**src/rtl/pc_sequencer_pkg.sv**
```systemverilog
// Shared types and decode constants for the program-counter stage.
package pc_sequencer_pkg;

  typedef enum logic [1:0] {
    SEL_NONE = 2'b00,
    SEL_ABS  = 2'b01,
    SEL_PAGE = 2'b10,
    SEL_REL  = 2'b11
  } jump_sel_t;

  typedef enum logic {
    ST_RUN    = 1'b0,
    ST_HALTED = 1'b1
  } seq_state_t;

  localparam logic [5:0] OP_SPECIAL = 6'b000000;
  localparam logic [5:0] OP_J       = 6'b000010;
  localparam logic [5:0] OP_JAL     = 6'b000011;
  localparam logic [5:0] FN_JR      = 6'b001000;
  localparam logic [5:0] FN_JALR    = 6'b001001;

endpackage

```
**src/rtl/pc_target_calc.sv**
```systemverilog
// Combinational jump/branch target candidates and the decode choosing which
// one is latched for the instruction currently in EXEC.
module pc_target_calc
  import pc_sequencer_pkg::*;
(
  input  logic [31:0] pc,
  input  logic [31:0] instruction_word,
  input  logic [31:0] rs_data,
  output logic [31:0] pc4,
  output logic [31:0] target
);

  logic [5:0]  opcode_s;
  logic [5:0]  funct_s;
  logic [31:0] page_s;
  logic [31:0] rel_s;

  assign opcode_s = instruction_word[31:26];
  assign funct_s  = instruction_word[5:0];
  assign pc4      = pc + 32'd4;
  assign page_s   = {pc4[31:28], instruction_word[25:0], 2'b00};
  assign rel_s    = pc4 + {{14{instruction_word[15]}}, instruction_word[15:0], 2'b00};

  // Register jumps take rs, J/JAL take the page target, everything else the relative one.
  always_comb begin
    target = rel_s;
    if ((opcode_s == OP_SPECIAL) && ((funct_s == FN_JR) || (funct_s == FN_JALR))) begin
      target = rs_data;
    end else if ((opcode_s == OP_J) || (opcode_s == OP_JAL)) begin
      target = page_s;
    end else begin
      target = rel_s;
    end
  end

endmodule

```
**src/rtl/pc_sequencer.sv**
```systemverilog
// Program counter with one branch-delay slot, halt-on-jump-to-zero and link value.
module pc_sequencer
  import pc_sequencer_pkg::*;
#(
  parameter logic [31:0] RESET_VECTOR = 32'hBFC00000,
  parameter logic [31:0] HALT_ADDR    = 32'h00000000
) (
  input  logic        clk,
  input  logic        reset,
  input  logic        state,
  input  logic        stall,
  input  logic [31:0] instruction_word,
  input  logic [31:0] rs_data,
  input  logic [1:0]  jump_addr_selection,
  output logic [31:0] pc,
  output logic [31:0] pc_plus8,
  output logic        active
);

  seq_state_t  fsm_r, fsm_next_s;
  logic [31:0] pc_r, pc_next_s;
  logic [31:0] target_r, target_next_s;
  logic        active_r, active_next_s;
  logic [31:0] pc4_s;
  logic [31:0] cand_target_s;
  logic [31:0] jump_pc_s;
  logic        commit_s;

  pc_target_calc u_target_calc (
    .pc               (pc_r),
    .instruction_word (instruction_word),
    .rs_data          (rs_data),
    .pc4              (pc4_s),
    .target           (cand_target_s)
  );

  assign commit_s = state && !stall;

  // Old target_r steers the delay-slot commit while the new one is captured.
  always_comb begin
    fsm_next_s    = fsm_r;
    pc_next_s     = pc_r;
    target_next_s = target_r;
    active_next_s = active_r;
    jump_pc_s     = pc4_s;
    if (jump_sel_t'(jump_addr_selection) != SEL_NONE) begin
      jump_pc_s = target_r;
    end else begin
      jump_pc_s = pc4_s;
    end
    case (fsm_r)
      ST_RUN: begin
        if (commit_s) begin
          pc_next_s     = jump_pc_s;
          target_next_s = cand_target_s;
          if (jump_pc_s == HALT_ADDR) begin
            fsm_next_s    = ST_HALTED;
            active_next_s = 1'b0;
          end else begin
            fsm_next_s    = ST_RUN;
            active_next_s = 1'b1;
          end
        end else begin
          pc_next_s = pc_r;
        end
      end
      ST_HALTED: begin
        active_next_s = 1'b0;
      end
      default: begin
        fsm_next_s    = ST_HALTED;
        active_next_s = 1'b0;
      end
    endcase
  end

  // State, PC, pending target and run flag.
  always_ff @(posedge clk) begin
    if (reset) begin
      fsm_r    <= ST_RUN;
      pc_r     <= RESET_VECTOR;
      target_r <= 32'h00000000;
      active_r <= 1'b1;
    end else begin
      fsm_r    <= fsm_next_s;
      pc_r     <= pc_next_s;
      target_r <= target_next_s;
      active_r <= active_next_s;
    end
  end

  assign pc       = pc_r;
  assign active   = active_r;
  assign pc_plus8 = pc_r + 32'd8;

endmodule

```
**config.mk**
```make
export PLATFORM = sky130hd
export DESIGN_NAME = pc_sequencer
export DESIGN_NICKNAME = d
export VERILOG_FILES = /design/src/rtl/pc_sequencer_pkg.sv /design/src/rtl/pc_target_calc.sv /design/src/rtl/pc_sequencer.sv
export SDC_FILE = /design/constraint.sdc
export NUM_CORES = 1
export LEC_CHECK = 0
export CAP_MARGIN = 10
export CORE_ASPECT_RATIO = 1.1
export CORE_MARGIN = 1
export CORE_UTILIZATION = 45
export DETAILED_ROUTE_END_ITERATION = 8
export PLACE_DENSITY_LB_ADDON = 0.25
export SLEW_MARGIN = 5
export SYNTH_ARGS = -nofsm -noshare
export SYNTH_HDL_FRONTEND = slang
export SYNTH_SLANG_ARGS = --single-unit
```
**constraint.sdc**
```tcl
create_clock -name clk -period 4.1 [get_ports clk]
set_input_delay 0.82 -clock clk [delete_from_list [all_inputs] [get_ports clk]]
set_output_delay 0.82 -clock clk [all_outputs]
set_load 0.03 [all_outputs]
```
==> results.txt <==
After synthesis, the netlist uses between 70 and 80 different library cells. The synthesized-area fraction occupied by ao, oa, aoi and oai cells came out at 25.7%. The remaining global-route overflow came out at 0. The count of antenna diodes in the layout came out at 0.

Before antenna repair, the detailed router went through 5 iterations. The CTS tree is yes. The transition at the pin with the smallest max-transition slack is between 0.6 and 0.7 ns.

The worst setup path is launched from a flip-flop. Setup repair after global routing left no endpoint under its margin. In this run the core area contains between 40 and 50 standard-cell rows. The synthesized design spends more area on one cell type than any other, namely sky130_fd_sc_hd__dfxtp_1.

The I/O pin count is around 140. The total number of yosys warnings came out at 0. The maximum fanout along the worst path is 4. The basic-gate share of the synthesized area counting and, or, nand and nor cells is between 20 and 30%. The most used flip-flop cell after synthesis is sky130_fd_sc_hd__dfxtp_1.

At the end of routability-driven placement, the weighted congestion stood at roughly 0.94. The net count reported at finish is 1,140. The mean routed wirelength per cell is 18.4 um. For this run, asynchronously set or reset flops after synthesis account for 0%. The count of input and output buffers came out at between 100 and 150. The critical path capture point type is a flip-flop. The number of levels in the clock H-tree is 3.

The cell count after synthesis is between 900 and 1,000. The die is about 130 um tall. Summed over all cells, the static leakage comes to between 3 and 4 nW.

The relative slew slack is between 50% and 60%. The tree is rooted in a sky130_fd_sc_hd__clkbuf_16. The post-synthesis xor/xnor area fraction is roughly a tenth. The highest ir drop seen on vdd is slightly below 0.0002 V. The run finished with clean final reports. The cts-stage hold buffer count came out at 0. The number of vias in the routed layout is 7,242.

The critical path is of the flip-flop to flip-flop type. The CTS sink count is 66. The cell depth of the worst flop-to-flop path is 15. After synthesis, the most frequently instantiated cells are sky130_fd_sc_hd__nand2_1 (114), sky130_fd_sc_hd__nor2_1 (113), sky130_fd_sc_hd__a21oi_1 (71). The number of buffers created by CTS is 9. The setup violation total in the final timing report is 0. The number of flops mapped to enable cells by yosys is 0.

The effective utilization at floorplan is 46.3%. The clock skew came out at around 0.0068 ns. The average instance in the mapped netlist occupies between 7 and 8 um^2. The shortest clock period the worst path allows after layout came out at approximately 3.9 ns. The area share of fa/ha/maj cells after synthesis is 7.50%. The utilization after layout is 60.6%. The later pin in the worst-skew pair is clocked with a latency of around 0.34 ns. The number of global-route vias before repair is about 6,500. In this run the worst hold path is classified as flip-flop to flip-flop. The sequential area share after synthesis came out at 20.5%.

The cell area after synthesis is between 6000 and 7000 um^2. Dividing the detail-routed via count by the number of cells gives ~5.9. The placeable core area came out at around 14,000 um^2. After synthesis the netlist holds a flip-flop and latch count of 66. The DRC violations left came out at 0.

After synthesis, the largest family of logic cells by area is simple AND/OR/NAND/NOR gates. The maximum buffer depth of the clock tree came out at 2. The share of cell area taken by muxes after synthesis is less than 1%.

Dividing total power by cell area gives a power density of roughly 260 nW/um^2. For this run, the total global-route usage over all layers was measured as 30.7%. The fraction of the cycle the final worst path needs came out at between 90% and 100%. The growth of design area from synthesis to finish came out at 30.8%. The number of buffers inserted to repair setup after CTS came out at 0. The final number of hold-violating endpoints was 0. The width of the die came out at between 100 and 150 um. Summed over its instances, the top area cell type makes up around a fifth of the synthesized netlist area.

When the netlist entered floorplanning its net count stood at ~1,000. In this run the remaining antenna-violating nets after routing total 0. The post-cts repair resize count came out at 0. The wire-length estimate of the detail-placed layout is 17,500 um. The number of DRC violations after detailed-routing iteration 0 is 719. The number of filler instances in the final layout came out at about 1,300. Summing all non-filler instances in the final layout gives an area of 8430 um^2. In the final layout, the share of cells above drive strength 1 is 9.93%. The max-cap violation count is 0. The area enclosed by the die boundary is 14,800 um^2.

For the final routed database, the setup TNS stands at 0 ns. The data arrival time at the worst-slack endpoint is between 4 and 5 ns. Along the worst hold path, the cell count comes to 2.

Sorting the synthesized cells by area gives the leading types as sky130_fd_sc_hd__dfxtp_1 (21%), sky130_fd_sc_hd__ha_1 (7.2%), sky130_fd_sc_hd__nand2_1 (6.6%), sky130_fd_sc_hd__nor2_1 (6.6%), sky130_fd_sc_hd__xnor2_1 (5.7%). The critical path data required time came out at roughly 4.3 ns. The post-place instance area came out at 8090 um^2.

The initial antenna violation count is 0. Yosys instantiated no cell more often than sky130_fd_sc_hd__nand2_1. The pin count of the biggest net entering global routing came out at 53. The total length of routed wires is about 23,000 um. The clock slew seen by the registers of the worst setup and hold paths is around 0.06 ns. The highest achievable clock rate is 0.257 GHz. The global-route wire length before repair came out at 35,200 um. The number of slew-limit violations in the final report is 0.
[worst max-delay path: stages, from the launching register on]
cell and delay (ns):
sky130_fd_sc_hd__dfxtp_1 0.33, sky130_fd_sc_hd__ha_1 0.28, sky130_fd_sc_hd__inv_1 0.07, sky130_fd_sc_hd__or4_4 0.58, sky130_fd_sc_hd__nor3_1 0.19, sky130_fd_sc_hd__nand2_1 0.09, sky130_fd_sc_hd__xnor2_1 0.17, sky130_fd_sc_hd__ha_1 0.26
sky130_fd_sc_hd__a21o_1 0.21, sky130_fd_sc_hd__a211o_1 0.31, sky130_fd_sc_hd__a211oi_1 0.34, sky130_fd_sc_hd__nor3_1 0.09, sky130_fd_sc_hd__a211o_1 0.27, sky130_fd_sc_hd__o31ai_1 0.32, sky130_fd_sc_hd__xnor2_1 0.16, sky130_fd_sc_hd__o22ai_1 0.08
[placed cells by master, fill, tap and decap left out, types with 10 or more instances in the layout]
master	count
sky130_fd_sc_hd__clkdlybuf4s50_1	134
sky130_fd_sc_hd__nand2_1	114
sky130_fd_sc_hd__nor2_1	110
sky130_fd_sc_hd__a21oi_1	68
sky130_fd_sc_hd__dfxtp_1	65
sky130_fd_sc_hd__buf_4	54
sky130_fd_sc_hd__o21ai_0	46
sky130_fd_sc_hd__xnor2_1	41
sky130_fd_sc_hd__ha_1	37
sky130_fd_sc_hd__nand3_1	35
sky130_fd_sc_hd__xor2_1	33
sky130_fd_sc_hd__nor3_1	28
sky130_fd_sc_hd__o211ai_1	20
sky130_fd_sc_hd__nand4_1	16
sky130_fd_sc_hd__inv_1	15
sky130_fd_sc_hd__and3_1	14
sky130_fd_sc_hd__a211oi_1	14
sky130_fd_sc_hd__nor4_1	12
sky130_fd_sc_hd__a31oi_1	10
sky130_fd_sc_hd__o31ai_1	10
[flip-flops by register name (all words and copies together), names as in the netlist]
signal and flops:
target_r 32, pc 32, fsm_r 1, active 1
[cell type report]
class                   count  area (um^2)  area share, %
multi-input cells         752         4760           56.5
repair buffers            188         1750           20.7
flip-flops and latches     66         1320           15.7
well taps                 188          235           2.79
clock buffers               9          225           2.67
clock inverters             7         78.8          0.935
inverters                  15         56.3          0.668
[path summary, 6_finish.rpt]
path | start | end | slack, ns
hold reg to reg | target_r[2] | target_r[2] | 0.48
hold / removal | target_r[2] | target_r[2] | 0.48
setup reg to reg | pc[3] | target_r[31] | 0.21
setup / recovery | pc[3] | target_r[31] | 0.21
[cells by family (layout without fill, tap and decap cells)]
group | after synthesis | count (layout)
AOI/OAI and AO/OA | 249 | 249
DFF | 66 | 66
and+or+nand+nor | 385 | 385
muxes | 5 | 5
adders and majority gates | 38 | 38
buffers and inverters | 88 | 219
xor gates and xnor gates | 75 | 75
[routing by layer]
metal,global-route usage [%],share of wire (%),up-vias,wire length (um)
li1,-,-,3541,-
met1,45.9,46,3323,10400
met2,44.4,43,341,9690
met3,4.74,8.6,37,1940
met4,10.0,2.3,0,515
met5,0,0,-,0
[report_power, final]
part           internal (mW)  total [mW]  switching [mW]
registers              0.676       0.715          0.0388
logic                  0.290       0.660           0.370
clock network          0.475       0.797           0.322
total                   1.44        2.17           0.731
[through the flow]
step / power, mW / worst slack [ns] / hold slack (ns) / instances
after floorplan: 1.12 / 0.158 / 0.425 / 906
after global placement: 1.37 / 0.145 / 0.454 / 1209
after detailed placement: 1.37 / 0.197 / 0.467 / 1209
after CTS: 2.16 / 0.165 / 0.475 / 1225
after global routing: 2.26 / 0.00632 / 0.497 / 1225
final: 2.17 / 0.212 / 0.477 / 1225
Note: power is estimated with default switching activity, not from simulation.
